--- src/rtl/rr_arbiter8.sv ---
// Round-robin arbiter for eight requesters: registered one-hot grant plus index, held until release.
// Optional forced-release hold timer is compiled in with `define RR_ARBITER8_TIMEOUT_EN.
//
// state    | meaning
// ST_IDLE  | no grant active; arbitrate req from ptr each cycle
// ST_GRANT | one requester owns the resource until done, req drop or timeout
module rr_arbiter8 #(
   parameter int MAX_HOLD = 16
) (
   input  logic       clk,
   input  logic       rst_n,
   input  logic [7:0] req,
   input  logic       done,
   output logic [7:0] gnt,
   output logic [2:0] gnt_idx,
   output logic       gnt_vld,
   output logic       timeout
);

   localparam logic [0:0] ST_IDLE  = 1'b0;
   localparam logic [0:0] ST_GRANT = 1'b1;

   logic [0:0] state;
   logic [2:0] ptr;
   logic       win_found;
   logic [2:0] win_idx;
   logic [2:0] cand;
   logic       rel_req;
   logic       force_rel;
   logic       release_now;

   // Scan req starting at ptr, wrapping mod 8; first set bit wins.
   always_comb begin
      win_found = 1'b0;
      win_idx   = 3'd0;
      cand      = 3'd0;
      for (int k = 0; k < 8; k++) begin
         cand = ptr + 3'(k);
         if (!win_found && req[cand]) begin
            win_found = 1'b1;
            win_idx   = cand;
         end
      end
   end

   assign rel_req     = done | ~req[gnt_idx];
   assign release_now = rel_req | force_rel;

`ifdef RR_ARBITER8_TIMEOUT_EN
   localparam int HOLD_W = (MAX_HOLD > 2) ? $clog2(MAX_HOLD) : 1;

   logic [HOLD_W-1:0] hold_cnt;

   // Counter reads k-1 during the k-th grant cycle, so the last legal edge sees MAX_HOLD-1.
   assign force_rel = (state == ST_GRANT) && (hold_cnt == HOLD_W'(MAX_HOLD - 1));

   always_ff @(posedge clk or negedge rst_n) begin
      if (!rst_n) begin
         hold_cnt <= '0;
      end else if (state == ST_GRANT && !release_now) begin
         hold_cnt <= hold_cnt + 1'b1;
      end else begin
         hold_cnt <= '0;
      end
   end

   always_ff @(posedge clk or negedge rst_n) begin
      if (!rst_n) begin
         timeout <= 1'b0;
      end else begin
         timeout <= force_rel & ~rel_req;
      end
   end
`else
   localparam int unused_max_hold = MAX_HOLD;

   assign force_rel = 1'b0;
   assign timeout   = 1'b0;
`endif

   always_ff @(posedge clk or negedge rst_n) begin
      if (!rst_n) begin
         state   <= ST_IDLE;
         ptr     <= 3'd0;
         gnt     <= 8'd0;
         gnt_idx <= 3'd0;
         gnt_vld <= 1'b0;
      end else begin
         case (state)
            ST_IDLE: begin
               if (win_found) begin
                  gnt     <= 8'd1 << win_idx;
                  gnt_idx <= win_idx;
                  gnt_vld <= 1'b1;
                  state   <= ST_GRANT;
               end
            end
            ST_GRANT: begin
               if (release_now) begin
                  gnt     <= 8'd0;
                  gnt_idx <= 3'd0;
                  gnt_vld <= 1'b0;
                  ptr     <= gnt_idx + 3'd1;
                  state   <= ST_IDLE;
               end
            end
            default: begin
               state <= ST_IDLE;
            end
         endcase
      end
   end

endmodule

--- config.mk ---
export PLATFORM = sky130hd
export DESIGN_NAME = rr_arbiter8
export DESIGN_NICKNAME = d
export VERILOG_FILES = /design/src/rtl/rr_arbiter8.sv
export SDC_FILE = /design/constraint.sdc
export NUM_CORES = 1
export LEC_CHECK = 0
export BUFFER_PORTS_ARGS = -buffer_cell sky130_fd_sc_hd__buf_4
export CAP_MARGIN = 20
export CELL_PAD_IN_SITES_DETAIL_PLACEMENT = 0
export CELL_PAD_IN_SITES_GLOBAL_PLACEMENT = 1
export CORE_MARGIN = 2
export CORE_UTILIZATION = 35
export CTS_CLUSTER_DIAMETER = 120
export DETAILED_ROUTE_END_ITERATION = 16
export GPL_TIMING_DRIVEN = 0
export PLACE_DENSITY_LB_ADDON = 0.1
export SYNTH_ARGS = -nofsm -noshare
export SYNTH_HDL_FRONTEND = slang
export SYNTH_SLANG_ARGS = --single-unit
export TNS_END_PERCENT = 5
--- constraint.sdc ---
create_clock -name clk -period 4.3 [get_ports clk]
set_input_delay 0.215 -clock clk [delete_from_list [all_inputs] [get_ports clk]]
set_output_delay 0.215 -clock clk [all_outputs]
set_load 0.02 [all_outputs]
==> metrics <==
initial antenna violation count 0; post-cts sizing count 0; cell leakage power 0.000848 uW; Layout area overhead 17.8%; Vias per Instance 6.01; initial cell density of the core between 30 and 40%; PwrDens 908 nW/um2; crit path from ptr[1]; #FFs+latches synth 16; Post-Route Setup TNS 0 ps; Skew-Pair Late Insertion Delay 250 ps; CP delay by family, top compound AO/OA/AOI/OAI gates; fillers 471; VDD IR-drop max 0.323 mV; cell count after synthesis approximately 160; period utilization 84.7%; drt pass-1 iters 4; DR iter-0 viols 103; yosys warns 0; ant diodes 0; CTS Hold Buffers Added 1; hpwl dp approximately 3.4 mm; final net count about 200; Max stage delay on crit path 700 ps; Yosys cell types around 50; CTS tree yes; CP Cell Sequence clkinv_1, ha_1, mux4_1, mux2i_1, o21ai_0, a21oi_1, o21ai_0, a211oi_1, o31ai_1; Min Clock Period, post-route 3640 ps; Die X 73.1 um; Root Driver clkbuf_8; Data arrival, critical path 3740 ps; Overall Power 1790 uW; count of input and output buffers 22; largest area contributor in the netlist dfrtp_1; status completed; Avg WL per Cell 17.8 um; most frequent cells in the layout buf_4 (24), nand2_1 (22), dfrtp_1 (16); largest net degree at the start of global routing 17; most common cell after layout, fill and taps aside buf_4; Post CTS Setup Buffer Count 0; Syn Nets around 180; H-tree levels 1; core area 4660 um2; Post-Route Skew 1.68 ps; number of cell rows 25; Avg Cell Area, Syn slightly above 10 um2; GP Congestion between 0.8 and 0.9; critical path fanouts, max 6; Buf+Inv Stages, Crit Path 1; global route overflow 0; Tightest Pin Transition roughly 740 ps; critical path capture point type register; final setup violation count 0; share of cells above drive strength 1 between 20% and 30%; Longest Clk Path Bufs 2; total number of vias between 1k and 1.5k; Setup Crit Path Kind register to register; MaxCap Viol Count 0; Crit path required time 4400 ps; TritonCTS buffer count 3; global-route wire length before repair 7.45 mm; Rel. slew slack 50.4%; drt drc 0; chip height roughly 73 um; Post-synth EDFFs 0; Routed Antenna Nets 0; CTS Sinks 16; worst min path class primary input to async pin; RSZ-0062 raised after global routing false; Startpoint Class register; reg2reg start ptr[1]; Main synth FF type dfrtp_1; Critical Path Most Common Cell o21ai_0; vias in the first global route roughly 1.5k; GRT Total Usage about 18%; number of failing hold endpoints at the final stage 0; post-synthesis cell area 1670 um2; total routed wirelength 4.35 mm; CP max-delay cell mux4_1; Synth top area share between 20% and 30%; # IOs 24; sequential share of the synthesized area approximately a quarter; die footprint 5340 um2; clk slew on worst S/H paths roughly 60 ps; Max Slew Vio Count 0; dominant cells by area after synthesis dfrtp_1 (24%), mux4_2 (12%), mux2i_1 (9.0%), mux4_1 (7.9%), nand2_1 (4.9%); Post-synth ARST share 100%; Max Clk Rate 0.275 GHz
-- final timing paths --
check                      depth (start not counted)      to  slack [ps]
hold reg to reg                                    2  gnt[5]         480
min in group clk                                   2  gnt[5]         480
setup / recovery                                   9  gnt[7]         660
setup reg to reg                                   9  gnt[7]         660
hold / removal                                     2  gnt[7]         350
max in group asynchronous                          2  gnt[3]        3770
-- kinds of logic (layout without fill, tap and decap cells) --
group | Yosys count | after routing | synth area share (%)
AO/OA/AOI/OAI | 45 | 45 | 19.8
buffers and inverters | 14 | 41 | 6.14
AND/OR/NAND/NOR | 48 | 48 | 14.4
other | 1 | 1 | 0.225
adder cells (fa/ha/maj) | 3 | 3 | 2.25
flip-flops | 16 | 16 | 24.0
XOR/XNOR | 3 | 3 | 1.57
multiplexers | 33 | 33 | 31.7
-- layer usage --
layer	GRT usage (%)	part of all wire, %	vias to the layer above	wire (um)
met5	0	0	-	0
met4	3.91	1.4	0	63
met3	3.45	3.4	8	147
met2	28.3	46	34	2020
met1	25.6	49	723	2120
li1	-	-	701	-
-- where the power goes --
part	switching, uW	internal (uW)
Clock	52.4	81.2
Sequential	50.7	210
Combinational	781	611
Total	884	902
-- sequential cells by signal, summed over array words and instances (netlist names) --
| register | count |
|---|---|
| state | 1 |
| ptr | 3 |
| gnt_vld | 1 |
| gnt_idx | 3 |
| gnt | 8 |
-- metrics by stage --
| step | hold slack (ps) | cell area [um2] | utilization, % | std cells | worst slack, ps |
|---|---|---|---|---|---|
| after floorplan | -80.6 | 1670 | - | 163 | 1220 |
| after global placement | 80.2 | 1900 | 40.8 | 239 | 648 |
| after detailed placement | 89.5 | 1900 | 40.8 | 239 | 625 |
| after CTS | 354 | 1970 | 42.2 | 244 | 623 |
| after global routing | 367 | 1970 | 42.2 | 244 | 294 |
| final | 350 | 1970 | 42.2 | 244 | 659 |
-- synth_stat cells, types with 2 or more instances --
cell      number
and2_2         2
nand2_1       22
o31ai_1        8
and2_1         2
mux4_1         5
o22ai_1        2
xnor2_1        2
o21ai_0       10
nand3_1        7
nor2_1         6
a211oi_1       3
mux4_2         9
clkbuf_8       2
nand4_1        2
a21oi_1        3
inv_1          5
buf_4          2
mux2_2         4
buf_6          3
mux2i_1       15
ha_1           3
a21o_1         2
dfrtp_1       16
-- cell type report --
| class | instances | area [um2] | area share, % |
|---|---|---|---|
| Buffer | 8 | 80.1 | 4.07 |
| Sequential cell | 16 | 400 | 20.3 |
| Timing Repair Buffer | 23 | 175 | 8.90 |
| Multi-Input combinational cell | 133 | 1170 | 59.3 |
| Inverter | 6 | 22.5 | 1.14 |
| Tap cell | 54 | 67.6 | 3.43 |
| Clock buffer | 4 | 55.1 | 2.80 |
Power figures use the tool's default switching activity.
